`config.mk`:
```
export PLATFORM = sky130hd
export DESIGN_NAME = uart_reg_responder_flat
export DESIGN_NICKNAME = d
export VERILOG_FILES = /design/src/rtl/uart_reg_responder_if.sv /design/src/rtl/uart_reg_responder.sv /design/src/flat_wrapper.sv
export SDC_FILE = /design/constraint.sdc
export NUM_CORES = 1
export LEC_CHECK = 0
export ABC_AREA = 1
export CELL_PAD_IN_SITES_DETAIL_PLACEMENT = 0
export CELL_PAD_IN_SITES_GLOBAL_PLACEMENT = 1
export CORE_ASPECT_RATIO = 1.1
export CORE_MARGIN = 2
export CORE_UTILIZATION = 35
export CTS_CLUSTER_DIAMETER = 80
export CTS_CLUSTER_SIZE = 25
export DETAILED_ROUTE_END_ITERATION = 6
export HOLD_SLACK_MARGIN = 0.05
export PLACE_DENSITY = 0.84
export REMOVE_ABC_BUFFERS = 1
export SLEW_MARGIN = 5
export SYNTH_ARGS = -nofsm -noshare
export SYNTH_HDL_FRONTEND = slang
export SYNTH_SLANG_ARGS = --single-unit
export TNS_END_PERCENT = 30
```
`constraint.sdc`:
```
create_clock -name clk -period 1.65 [get_ports clk]
set_input_delay 0.33 -clock clk [delete_from_list [all_inputs] [get_ports clk]]
set_output_delay 0.33 -clock clk [all_outputs]
set_load 0.05 [all_outputs]
```
`src/rtl/uart_reg_responder_if.sv`:
```
// Bundle of uart byte-handshake and external register bus signals shared
// between uart_reg_responder (master) and its environment (slave).
interface uart_reg_responder_if;
    // uart receive side
    logic       received;
    logic [7:0] rx_byte;
    logic       recv_error;
    logic       recv_ack;
    // uart transmit side
    logic       transmit;
    logic [7:0] tx_byte;
    logic       is_transmitting;
    // register bus
    logic [7:0] reg_addr;
    logic [7:0] reg_wdata;
    logic       reg_wr;
    logic       reg_rd;
    logic [7:0] reg_rdata;

    modport master (
        input  received, rx_byte, recv_error, is_transmitting, reg_rdata,
        output recv_ack, transmit, tx_byte, reg_addr, reg_wdata, reg_wr, reg_rd
    );

    modport slave (
        output received, rx_byte, recv_error, is_transmitting, reg_rdata,
        input  recv_ack, transmit, tx_byte, reg_addr, reg_wdata, reg_wr, reg_rd
    );
endinterface

```
`src/rtl/uart_reg_responder.sv`:
```
// Host-side register peek/poke responder: parses request frames from the uart,
// performs one register read or write and returns a fixed 4-byte response.
module uart_reg_responder #(
    parameter int unsigned TIMEOUT_CYCLES = 100000,
    parameter logic [7:0]  SYNC_REQ       = 8'h55,
    parameter logic [7:0]  SYNC_RSP       = 8'hAA
) (
    input  logic                  clk,
    input  logic                  rst_n,
    uart_reg_responder_if.master  bus,
    output logic                  busy,
    output logic                  frame_err
);

    typedef enum logic [3:0] {
        S_IDLE,
        S_CMD,
        S_ADDR,
        S_DATA,
        S_CHK,
        S_RDWAIT,
        S_TX_START,
        S_TX_BUSY,
        S_TX_DONE
    } state_t;

    localparam int unsigned   CW      = (TIMEOUT_CYCLES > 2) ? $clog2(TIMEOUT_CYCLES) : 1;
    localparam logic [CW-1:0] TO_LAST = CW'(TIMEOUT_CYCLES - 1);

    localparam logic [7:0] CMD_RD     = 8'h01;
    localparam logic [7:0] CMD_WR     = 8'h02;
    localparam logic [7:0] ST_OK      = 8'h00;
    localparam logic [7:0] ST_BAD_CHK = 8'h01;
    localparam logic [7:0] ST_BAD_CMD = 8'h02;

    state_t        state_q;
    logic [CW-1:0] to_cnt_q;
    logic [7:0]    cmd_q;
    logic [7:0]    addr_q;
    logic [7:0]    data_q;
    logic [7:0]    status_q;
    logic [7:0]    rdata_q;
    logic [1:0]    idx_q;
    logic          rd_phase_q;
    logic          recv_ack_q;
    logic          ack_d1_q;
    logic          transmit_q;
    logic [7:0]    tx_byte_q;
    logic          reg_wr_q;
    logic          reg_rd_q;
    logic [7:0]    reg_addr_q;
    logic [7:0]    reg_wdata_q;
    logic          frame_err_q;

    logic          rx_ok;
    logic          err_evt;
    logic          rx_take;
    logic [7:0]    chk_exp;
    logic [7:0]    rsp_byte;

    // Receive qualification, expected checksum and current response byte
    always_comb begin
        // The uart flags are still set during the ack pulse and one cycle after
        // it, so both of those cycles are masked.
        rx_ok    = !recv_ack_q && !ack_d1_q;
        err_evt  = rx_ok && bus.recv_error;
        rx_take  = rx_ok && bus.received && !bus.recv_error;
        chk_exp  = (cmd_q == CMD_WR) ? (cmd_q ^ addr_q ^ data_q) : (cmd_q ^ addr_q);
        case (idx_q)
            2'd0:    rsp_byte = SYNC_RSP;
            2'd1:    rsp_byte = status_q;
            2'd2:    rsp_byte = rdata_q;
            default: rsp_byte = status_q ^ rdata_q;
        endcase
    end

    // Frame parser, bus access and response sequencer with registered outputs
    always_ff @(posedge clk) begin
        if (!rst_n) begin
            state_q     <= S_IDLE;
            to_cnt_q    <= '0;
            cmd_q       <= '0;
            addr_q      <= '0;
            data_q      <= '0;
            status_q    <= '0;
            rdata_q     <= '0;
            idx_q       <= '0;
            rd_phase_q  <= 1'b0;
            recv_ack_q  <= 1'b0;
            ack_d1_q    <= 1'b0;
            transmit_q  <= 1'b0;
            tx_byte_q   <= '0;
            reg_wr_q    <= 1'b0;
            reg_rd_q    <= 1'b0;
            reg_addr_q  <= '0;
            reg_wdata_q <= '0;
            frame_err_q <= 1'b0;
        end else begin
            recv_ack_q  <= 1'b0;
            ack_d1_q    <= recv_ack_q;
            transmit_q  <= 1'b0;
            reg_wr_q    <= 1'b0;
            reg_rd_q    <= 1'b0;
            frame_err_q <= 1'b0;

            if (err_evt || rx_take) begin
                recv_ack_q <= 1'b1;
            end
            if (err_evt) begin
                frame_err_q <= 1'b1;
            end

            case (state_q)
                S_IDLE: begin
                    to_cnt_q <= '0;
                    if (rx_take) begin
                        if (bus.rx_byte == SYNC_REQ) begin
                            state_q  <= S_CMD;
                            status_q <= ST_OK;
                            rdata_q  <= '0;
                            data_q   <= '0;
                            idx_q    <= '0;
                        end else begin
                            frame_err_q <= 1'b1;
                        end
                    end
                end

                S_CMD, S_ADDR, S_DATA, S_CHK: begin
                    if (err_evt) begin
                        state_q <= S_IDLE;
                    end else if (rx_take) begin
                        to_cnt_q <= '0;
                        if (state_q == S_CMD) begin
                            cmd_q   <= bus.rx_byte;
                            state_q <= S_ADDR;
                            if (bus.rx_byte != CMD_RD && bus.rx_byte != CMD_WR) begin
                                status_q <= ST_BAD_CMD;
                            end
                        end else if (state_q == S_ADDR) begin
                            addr_q  <= bus.rx_byte;
                            state_q <= (cmd_q == CMD_WR) ? S_DATA : S_CHK;
                        end else if (state_q == S_DATA) begin
                            data_q  <= bus.rx_byte;
                            state_q <= S_CHK;
                        end else begin
                            if (bus.rx_byte != chk_exp) begin
                                status_q <= ST_BAD_CHK;
                                state_q  <= S_TX_START;
                            end else if (status_q != ST_OK) begin
                                state_q <= S_TX_START;
                            end else if (cmd_q == CMD_WR) begin
                                reg_wr_q    <= 1'b1;
                                reg_addr_q  <= addr_q;
                                reg_wdata_q <= data_q;
                                state_q     <= S_TX_START;
                            end else begin
                                reg_rd_q   <= 1'b1;
                                reg_addr_q <= addr_q;
                                state_q    <= S_RDWAIT;
                            end
                        end
                    end else if (to_cnt_q == TO_LAST) begin
                        frame_err_q <= 1'b1;
                        state_q     <= S_IDLE;
                    end else begin
                        to_cnt_q <= to_cnt_q + 1'b1;
                    end
                end

                S_RDWAIT: begin
                    // The strobe is registered, so read data appears one cycle
                    // after the strobe cycle; rd_phase_q marks that second cycle.
                    if (err_evt) begin
                        rd_phase_q <= 1'b0;
                        state_q    <= S_IDLE;
                    end else if (rd_phase_q) begin
                        rd_phase_q <= 1'b0;
                        rdata_q    <= bus.reg_rdata;
                        state_q    <= S_TX_START;
                    end else begin
                        rd_phase_q <= 1'b1;
                    end
                end

                S_TX_START: begin
                    if (!bus.is_transmitting) begin
                        transmit_q <= 1'b1;
                        tx_byte_q  <= rsp_byte;
                        state_q    <= S_TX_BUSY;
                    end
                end

                S_TX_BUSY: begin
                    if (bus.is_transmitting) begin
                        state_q <= S_TX_DONE;
                    end
                end

                S_TX_DONE: begin
                    if (!bus.is_transmitting) begin
                        if (idx_q == 2'd3) begin
                            state_q <= S_IDLE;
                        end else begin
                            idx_q   <= idx_q + 2'd1;
                            state_q <= S_TX_START;
                        end
                    end
                end

                default: state_q <= S_IDLE;
            endcase
        end
    end

    assign bus.recv_ack  = recv_ack_q;
    assign bus.transmit  = transmit_q;
    assign bus.tx_byte   = tx_byte_q;
    assign bus.reg_wr    = reg_wr_q;
    assign bus.reg_rd    = reg_rd_q;
    assign bus.reg_addr  = reg_addr_q;
    assign bus.reg_wdata = reg_wdata_q;
    assign frame_err     = frame_err_q;
    assign busy          = (state_q != S_IDLE);

endmodule

```
`src/flat_wrapper.sv`:
```
// flat-port wrapper written by rule: the top's interface ports become plain ports
module uart_reg_responder_flat 
#(
    parameter int unsigned TIMEOUT_CYCLES = 100000,
    parameter logic [7:0]  SYNC_REQ       = 8'h55,
    parameter logic [7:0]  SYNC_RSP       = 8'hAA
)
  (clk, rst_n, busy, frame_err, bus_received, bus_rx_byte, bus_recv_error, bus_is_transmitting, bus_reg_rdata, bus_recv_ack, bus_transmit, bus_tx_byte, bus_reg_addr, bus_reg_wdata, bus_reg_wr, bus_reg_rd);
  uart_reg_responder_if bus_i ();
  input  logic clk;
  input  logic rst_n;
  output logic busy;
  output logic frame_err;
  input wire logic [$bits(bus_i.received)-1:0] bus_received;
  input wire logic [$bits(bus_i.rx_byte)-1:0] bus_rx_byte;
  input wire logic [$bits(bus_i.recv_error)-1:0] bus_recv_error;
  input wire logic [$bits(bus_i.is_transmitting)-1:0] bus_is_transmitting;
  input wire logic [$bits(bus_i.reg_rdata)-1:0] bus_reg_rdata;
  output wire logic [$bits(bus_i.recv_ack)-1:0] bus_recv_ack;
  output wire logic [$bits(bus_i.transmit)-1:0] bus_transmit;
  output wire logic [$bits(bus_i.tx_byte)-1:0] bus_tx_byte;
  output wire logic [$bits(bus_i.reg_addr)-1:0] bus_reg_addr;
  output wire logic [$bits(bus_i.reg_wdata)-1:0] bus_reg_wdata;
  output wire logic [$bits(bus_i.reg_wr)-1:0] bus_reg_wr;
  output wire logic [$bits(bus_i.reg_rd)-1:0] bus_reg_rd;
  assign bus_i.received = bus_received;
  assign bus_i.rx_byte = bus_rx_byte;
  assign bus_i.recv_error = bus_recv_error;
  assign bus_i.is_transmitting = bus_is_transmitting;
  assign bus_i.reg_rdata = bus_reg_rdata;
  assign bus_recv_ack = bus_i.recv_ack;
  assign bus_transmit = bus_i.transmit;
  assign bus_tx_byte = bus_i.tx_byte;
  assign bus_reg_addr = bus_i.reg_addr;
  assign bus_reg_wdata = bus_i.reg_wdata;
  assign bus_reg_wr = bus_i.reg_wr;
  assign bus_reg_rd = bus_i.reg_rd;
  uart_reg_responder #(.TIMEOUT_CYCLES(TIMEOUT_CYCLES), .SYNC_REQ(SYNC_REQ), .SYNC_RSP(SYNC_RSP)) u_core (.clk(clk), .rst_n(rst_n), .bus(bus_i), .busy(busy), .frame_err(frame_err));
endmodule
```
==> flow_summary.toml, run 1 <==
[finish]
antenna_cells = 0
drive_above_1_share = 0.423
final_nets = 861
fin_area_um2 = 7110
final_cells = 997
syn_to_final_growth_pct = 59.4
utilization = 0.567

[die]
core-area_um2 = 12500
die_w_um = 112
die_area_um2 = 13700
initial_core_util = 0.356
ios = 51
rows = 43
die_h_um = 122

[synth]
synth-seq-area-share = 0.395
synth_fa_ha_area_frac = 0.0140
synth_compound_area_frac = 0.175
synth_edf_count = 0
synth_top_family_by_area = "simple AND/OR/NAND/NOR gates"
synth_ff_type = "dfxtp_1"
ys_types = 46
syn_inst = 633
netlist_area_um2 = 4460
muxShareOfSynthArea = 0
ys_ff_latch = 88
ys_warn_count = 0
synthSimpleGateAreaFrac = 0.305
async_reset_ff_frac = 0
synthXorXnorAreaFrac = 0.0118
avgSynthCellArea_um2 = 7.05

[cts]
numCtsBuffers = 9
cts.reportedPaths.clkPinSlew_ns = 0.06
clock_path_buffers = 2
numClockSinks = 88
root_buffer = "clkbuf_16"
ctsHtreeMaxLevel = 3
clock_latency_ns = 0.35
ctsHoldBuffers = 0
cts_tree = "done"

[global_routing]
grt_max_degree = 37
grt_pass1_vias = 5076
track_usage = 0.212
gr-usage-met1 = 0.232
grt_pass1_wl_um = 23200
met3_usage = 0.0346
top_usage_layer = "met2"
grt-ovfl-total = 0
antenna_found_initial = 0
grtUsageMet2 = 0.391

[setup_path]
r2r_cells = 15
path_class = "flip-flop to flip-flop"
cp.arrival_ns = 2.27
worstReg2RegStart = "u_core.state_q[0]"
timing.rr.end = "u_core.to_cnt_q[8]"
critical_path_required_ns = 1.89
reg2reg_slack_ns = -0.37
start_kind = "flip-flop"
critPathLaunch = "u_core.state_q[0]"
cp_max_fo = 4
end_kind = "flip-flop"

[sta]
worst_pin_slew_ns = 0.477
worst_clock_skew_ns = 0.00471
setup_tns_ns = -13.25
fmax_mhz = 494
min_period_over_period = 1.23
maxSlewHeadroom = 0.682
rsz0062_at_grt = "true"
min_period_ns = 2.02
setup_slack_ns = -0.373
setup_viol_count_final = 69
hold_viol = 0
slew_violations = 0

[placed_design]
place_ws_ns = -0.658
io_buffers = 50
detailed_place_hpwl_um = 10300
dpl_cell_area_um2 = 5940
placedCellCount = 950
gp_congestion = 0.937

[drt]
drcViolationCount = 0
wl_per_cell_um = 14.9
dr_total_vias = 5020
ant_nets = 0
vias_per_cell = 5.04
initialDrtViolationCount = 328
firstDrtPassIters = 4
wl_um = 14900

[outcome]
status = "finished with violations"
violations = "setup timing"

[flow_run]
maxCapViolCount = 0

[power_and_ir_drop]
power.density_nw_per_um2 = 668
leakage_uw = 0.00312
ir_worst_vdd_mv = 0.452

[min_path]
min_from = "bus_rx_byte[5]"
holdPathStages = 3
min_to = "u_core.addr_q[5]"
hp-class = "primary input to flip-flop"
## per-layer routing
metal  up-vias  routed length (µm)
met4         0                 622
met3        42                 564
met1      2372                5890
met2       110                7810
met5         -                   0
li1       2496                   -
## power breakdown
part	internal [µW]	total, µW	leakage [µW]	switching [µW]
sequential	2130	2130	0.000716	2.23
combinational	156	347	0.00225	190
clock	1410	2280	0.000159	866
## worst max-delay path: stages, from the launching register on
cell and delay [ns]:
dfxtp_2 0.33, inv_2 0.08, nand2_4 0.09, nand2_4 0.08, o21ai_4 0.06, buf_6 0.12, a21oi_4 0.20, o21ai_4 0.09
buf_6 0.14, nor2_4 0.14, nand3_2 0.13, buf_6 0.13, buf_4 0.11, buf_4 0.12, nand2_1 0.04, nor2_1 0.03
## cells by family after synthesis
group,after synthesis
simple gates,290
fa+ha+maj,5
xor+xnor,6
flops,88
compound gates,135
buf+inv,109
## layout by cell type (no fill, tap or decap), types with 15 or more instances in the layout
cell type / count
nand2_1: 122
o21ai_2: 15
o21ai_0: 20
nor2_1: 32
inv_2: 17
a21oi_1: 38
dfxtp_1: 75
buf_4: 160
buf_6: 22
nor2_2: 15
nor2_4: 19
inv_1: 70
nand3_1: 41
## how the worst max path moves through the flow
stage                                    to  slack [ns]
floorplan                 u_core.state_q[0]       -0.39
global placement          u_core.state_q[0]       -0.66
detailed placement  u_core.bus.reg_wdata[6]       -0.66
CTS                 u_core.bus.reg_wdata[5]       -0.27
global route             u_core.to_cnt_q[8]       -0.45
finish                   u_core.to_cnt_q[8]       -0.37
## synthesized netlist by cell type (5+ instances only)
cell type  instances  share of area
inv_2             12          0.010
nand2_2            8          0.011
o21ai_1           19          0.021
inv_1             81          0.068
nand4_1            6         0.0084
nor2_1            55          0.046
dfxtp_1           88           0.39
o21ai_0           26          0.029
a31oi_1           13          0.018
nand2_1          135           0.11
nor2_2             8          0.011
xor2_1             5         0.0098
a211oi_1          16          0.027
a21oi_1           50          0.056
nor3_1            11          0.012
clkbuf_1           9         0.0076
ha_1               5          0.014
nand3_1           49          0.055
## flip-flops by register name (all words and copies together) (netlist names), 2 cells and up
signal / flops
u_core.bus.tx_byte: 8
u_core.status_q: 2
u_core.idx_q: 2
u_core.bus.reg_wdata: 8
u_core.to_cnt_q: 17
u_core.cmd_q: 8
u_core.bus.reg_addr: 8
u_core.data_q: 8
u_core.state_q: 4
u_core.addr_q: 8
u_core.rdata_q: 8
## per-stage QoR
step                hold WS, ns  total power (µW)
global route              0.356              4910
detailed placement        0.441              2480
floorplan                 0.428              2290
global placement          0.441              2470
CTS                       0.451              4760
finish                    0.323              4750
## layout make-up
type / instances / area [µm²]
Sequential cell: 88 / 1780
Tap cell: 157 / 196
Timing Repair Buffer: 204 / 1700
Multi-Input combinational cell: 437 / 2720
Clock inverter: 4 / 76.3
Inverter: 95 / 389
Clock buffer: 12 / 256
Fill cell: 1147 / 5420
## what timing repair did
item,CTS,global route
buffers inserted,20,11
gates cloned,1,0
pin swaps,31,46
resized for setup,85,100
endpoints found under the setup margin,73,82
Note: power is estimated with default switching activity, not from simulation.
==> run 2: changes to the inputs <==
--- a/config.mk
+++ b/config.mk
@@ -9,10 +9,9 @@
 export CELL_PAD_IN_SITES_DETAIL_PLACEMENT = 0
 export CELL_PAD_IN_SITES_GLOBAL_PLACEMENT = 1
 export CORE_ASPECT_RATIO = 1.1
-export CORE_MARGIN = 2
+export CORE_MARGIN = 1
 export CORE_UTILIZATION = 35
 export CTS_CLUSTER_DIAMETER = 80
-export CTS_CLUSTER_SIZE = 25
 export DETAILED_ROUTE_END_ITERATION = 6
 export HOLD_SLACK_MARGIN = 0.05
 export PLACE_DENSITY = 0.84
==> flow_summary.toml, run 2 (synthesis results as in run 1) <==
[die]
core-area_um2 = 12200
die_w_um = 110
die_area_um2 = 13200
rows = 42
ios = 51
initial_core_util = 0.365
die_h_um = 120

[setup_path]
timing.rr.end = "u_core.bus.reg_wdata[4]"
crit_buf_inv = 2
worstReg2RegStart = "u_core.ack_d1_q"
cpMaxStageDelayCell = "dfxtp_1"
max_stage_delay_ns = 0.30
cp_max_fo = 8
crit_chain = "or2_4, nor2_4, nand2_4, buf_12, buf_12, nor2_4, nand2_2, nor3_4, nand3_4, o21ai_2, a21oi_2"
critical_path_required_ns = 1.89
path_class = "flip-flop to flip-flop"
end_kind = "flip-flop"
start_kind = "flip-flop"
r2r_cells = 11
reg2reg_slack_ns = -0.31
crit_family = "simple AND/OR/NAND/NOR gates"
cp.arrival_ns = 2.20

[global_routing]
grt_max_degree = 37
antenna_found_initial = 0
grt_pass1_wl_um = 21700
track_usage = 0.216
grt-ovfl-total = 0
grt_pass1_vias = 4642

[sta]
maxSlewHeadroom = 0.676
worst_pin_slew_ns = 0.487
worst_clock_skew_ns = 0.00935
fmax_mhz = 509
slew_violations = 0
min_period_ns = 1.96
hold_viol = 0
holdWs_ns = 0.405
setup_viol_count_final = 69
setup_slack_ns = -0.315
min_period_over_period = 1.19
rsz0062_at_grt = "true"

[cts]
clock_path_buffers = 2
cts_tree = "done"
numClockSinks = 88
cts.reportedPaths.clkPinSlew_ns = 0.06
root_buffer = "clkbuf_16"
ctsHoldBuffers = 0
numCtsBuffers = 9
clock_latency_ns = 0.35
ctsHtreeMaxLevel = 3

[min_path]
hp-class = "primary input to flip-flop"
min_to = "u_core.cmd_q[1]"
min_from = "bus_rx_byte[1]"
holdPathStages = 4

[drt]
firstDrtPassIters = 4
drcViolationCount = 0
vias_per_cell = 4.93
wl_um = 14300
initialDrtViolationCount = 279
ant_nets = 0
dr_total_vias = 4872
wl_per_cell_um = 14.4

[finish]
antenna_cells = 0
syn_to_final_growth_pct = 57.4
final_cells = 988
final_cell_mix = "158 x buf_4, 121 x nand2_1, 78 x dfxtp_1"
final_nets = 856
utilization = 0.574
fillCellCount = 1080
drive_above_1_share = 0.400
regMostFlops = "u_core.to_cnt_q"
final_common_cell = "buf_4"
largest_reg_flops = 17

[power_and_ir_drop]
power_uw = 4550
leakage_uw = 0.00305
power.density_nw_per_um2 = 648
ir_worst_vdd_mv = 0.382

[flow_run]
maxCapViolCount = 0

[placed_design]
placedCellCount = 942
gp_congestion = 0.871
detailed_place_hpwl_um = 9710
io_buffers = 50

[outcome]
status = "finished with violations"
violations = "setup timing"
## run 2: metrics by stage
| stage | setup slack (ns) | instance area (µm²) | setup TNS [ns] |
|---|---|---|---|
| 2_1_floorplan | -0.393 | 4380 | -17.40 |
| 3_3_place_gp | -0.762 | 5970 | -38.55 |
| 3_5_place_dp | -0.756 | 5970 | -40.95 |
| 4_1_cts | -0.276 | 6540 | -11.63 |
| 5_1_grt | -0.439 | 7030 | -20.07 |
| 6_report | -0.315 | 7030 | -12.39 |
## run 2: report_power, final
group | switching [µW] | total, µW | internal (µW)
Clock | 854 | 2050 | 1200
Combinational | 198 | 369 | 171
Sequential | 2.54 | 2130 | 2130
## run 2: layer usage
layer  GRT usage  share of wire
met1       0.249           0.42
met2       0.375           0.51
met3      0.0329          0.033
met4       0.123          0.038
met5           0              0
## run 2: timing repair
action | in CTS | in global routing
resized for setup | 67 | 99
setup endpoints to repair | 77 | 79
hold endpoints to repair | 0 | 0
setup buffers | 10 | 21
gates cloned | 1 | 0
pin swaps | 23 | 29
## run 2: final cells by class
class | count | area (µm²) | area share
clock buffer | 11 | 243 | 0.0345
sequential | 88 | 1780 | 0.253
inverter | 95 | 382 | 0.0543
tap | 154 | 193 | 0.0274
clock inverter | 4 | 45.0 | 0.00641
multi-input combinational | 437 | 2690 | 0.383
timing repair buffer | 199 | 1690 | 0.241
## run 2: how the worst max path moves through the flow
stage | cells past startpoint | to | from
6_report | 11 | u_core.bus.reg_wdata[4] | u_core.ack_d1_q
5_1_grt | 14 | u_core.state_q[0] | u_core.to_cnt_q[0]
4_1_cts | 13 | u_core.bus.reg_wdata[6] | u_core.cmd_q[1]
3_5_place_dp | 13 | u_core.status_q[1] | bus_rx_byte[5]
3_3_place_gp | 12 | u_core.status_q[1] | bus_rx_byte[6]
2_1_floorplan | 11 | u_core.state_q[0] | u_core.bus.recv_ack
## run 2: worst min-delay path: cells and delay by family
kind            cells  cell delay, ns
compound gates      1            0.05
buf+inv             3            0.34
==> run 3: changes to the inputs <==
--- a/config.mk
+++ b/config.mk
@@ -11,6 +11,7 @@
 export CORE_ASPECT_RATIO = 1.1
 export CORE_MARGIN = 1
 export CORE_UTILIZATION = 35
+export CTS_BUF_LIST = sky130_fd_sc_hd__clkbuf_8
 export CTS_CLUSTER_DIAMETER = 80
 export DETAILED_ROUTE_END_ITERATION = 6
 export HOLD_SLACK_MARGIN = 0.05
==> flow_summary.toml, run 3 (synthesis results as in run 1) <==
[outcome]
status = "finished with violations"
violations = "setup timing"

[global_routing]
grt-ovfl-total = 0
track_usage = 0.214
grt_max_degree = 37
antenna_found_initial = 0
grt_pass1_vias = 4594
grt_pass1_wl_um = 21500

[finish]
multi_input_area_um2 = 2530
syn_to_final_growth_pct = 48.3
drive_above_1_share = 0.356
final_nets = 842
largest_reg_flops = 17
fillCellCount = 1157
regMostFlops = "u_core.to_cnt_q"
antenna_cells = 0
final_cell_mix = "149 x buf_4, 127 x nand2_1, 79 x dfxtp_1"
final_common_cell = "buf_4"
register_area_um2 = 1780
utilization = 0.541

[placed_design]
detailed_place_hpwl_um = 9710
gp_congestion = 0.871
io_buffers = 50

[power_and_ir_drop]
leakage_uw = 0.00293
power_uw = 3980
ir_worst_vdd_mv = 0.324
power.density_nw_per_um2 = 601

[sta]
min_period_ns = 1.98
slew_violations = 0
worst_clock_skew_ns = 0.0151
worst_pin_slew_ns = 0.455
holdWs_ns = 0.403
min_period_over_period = 1.20
hold_viol = 0
setup_viol_count_final = 69
setup_slack_ns = -0.334
maxSlewHeadroom = 0.697
fmax_mhz = 504
rsz0062_at_grt = "true"

[cts]
ctsHoldBuffers = 0
cts.reportedPaths.clkPinSlew_ns = 0.09
clock_latency_ns = 0.38
clock_path_buffers = 2
root_buffer = "clkbuf_8"
numCtsBuffers = 9
ctsHtreeMaxLevel = 3
numClockSinks = 88
cts_tree = "done"

[setup_path]
start_kind = "flip-flop"
critical_path_required_ns = 1.97
end_kind = "flip-flop"
cp_max_fo = 4
path_class = "flip-flop to flip-flop"
cp.arrival_ns = 2.30

[drt]
wl_per_cell_um = 13.8
wl_um = 13400
dr_total_vias = 4799
ant_nets = 0
vias_per_cell = 4.93
drcViolationCount = 0
initialDrtViolationCount = 270
firstDrtPassIters = 4

[flow_run]
maxCapViolCount = 0

[die]
die_h_um = 120
die_area_um2 = 13200
rows = 42
ios = 51
initial_core_util = 0.365
die_w_um = 110
core-area_um2 = 12200

[min_path]
hp-class = "primary input to flip-flop"
==> run 3: worst max-delay path, stage by stage, from the launching register on <==
cell,delay (ns)
dfxtp_2,0.36
ha_4,0.15
nand2_4,0.06
nor2_4,0.12
inv_2,0.06
nor2_4,0.10
nand3_2,0.09
o21ai_4,0.22
buf_6,0.13
nor2_4,0.04
nor3_2,0.19
nand2_2,0.09
inv_2,0.09
o21ai_1,0.07
a21oi_1,0.15
==> run 3: worst paths after layout <==
| check | depth (start not counted) | startpoint | slack [ns] | end |
|---|---|---|---|---|
| max | 14 | u_core.to_cnt_q[1] | -0.33 | u_core.state_q[0] |
| min | 4 | bus_rx_byte[7] | 0.40 | u_core.cmd_q[7] |
| max reg2reg | 14 | u_core.to_cnt_q[1] | -0.33 | u_core.state_q[0] |
| min reg2reg | 2 | u_core.bus.reg_wdata[3] | 0.45 | u_core.bus.reg_wdata[3] |
==> run 3: layer usage <==
layer,global-route usage,vias to the layer above,wire (µm),share of wire
met3,0.0437,27,444,0.033
li1,-,2447,-,-
met4,0.103,0,446,0.033
met2,0.371,87,6730,0.50
met5,0,-,0,0
met1,0.249,2238,5830,0.43
==> run 3: final cells by class <==
cell class	count	share of cell area
well taps	154	0.0291
repair buffers	185	0.237
clock inverters	5	0.00737
inverters	95	0.0554
flip-flops and latches	88	0.268
multi-input cells	437	0.383
clock buffers	10	0.0208
==> run 3: metrics by stage <==
stage / TNS, ns / instances / setup slack (ns) / area [µm²]
2_1_floorplan: -17.40 / 619 / -0.393 / 4380
3_3_place_gp: -38.55 / 942 / -0.762 / 5970
3_5_place_dp: -40.95 / 942 / -0.756 / 5970
4_1_cts: -11.96 / 965 / -0.278 / 6410
5_1_grt: -22.10 / 974 / -0.471 / 6620
6_report: -13.63 / 974 / -0.334 / 6620
==> run 3: where the power goes <==
group,switching [µW],leakage (µW),internal [µW],total [µW]
combinational,179,0.00212,154,333
sequential,2.20,0.000714,2130,2130
clock,795,0.000103,720,1510
total,975,0.00293,3000,3980
==> run 3: what timing repair did <==
item                                    CTS  global route
gates cloned                              1             0
resized for setup                        67            47
endpoints found under the setup margin   77            81
buffers inserted                          7             9
pin swaps                                19            19
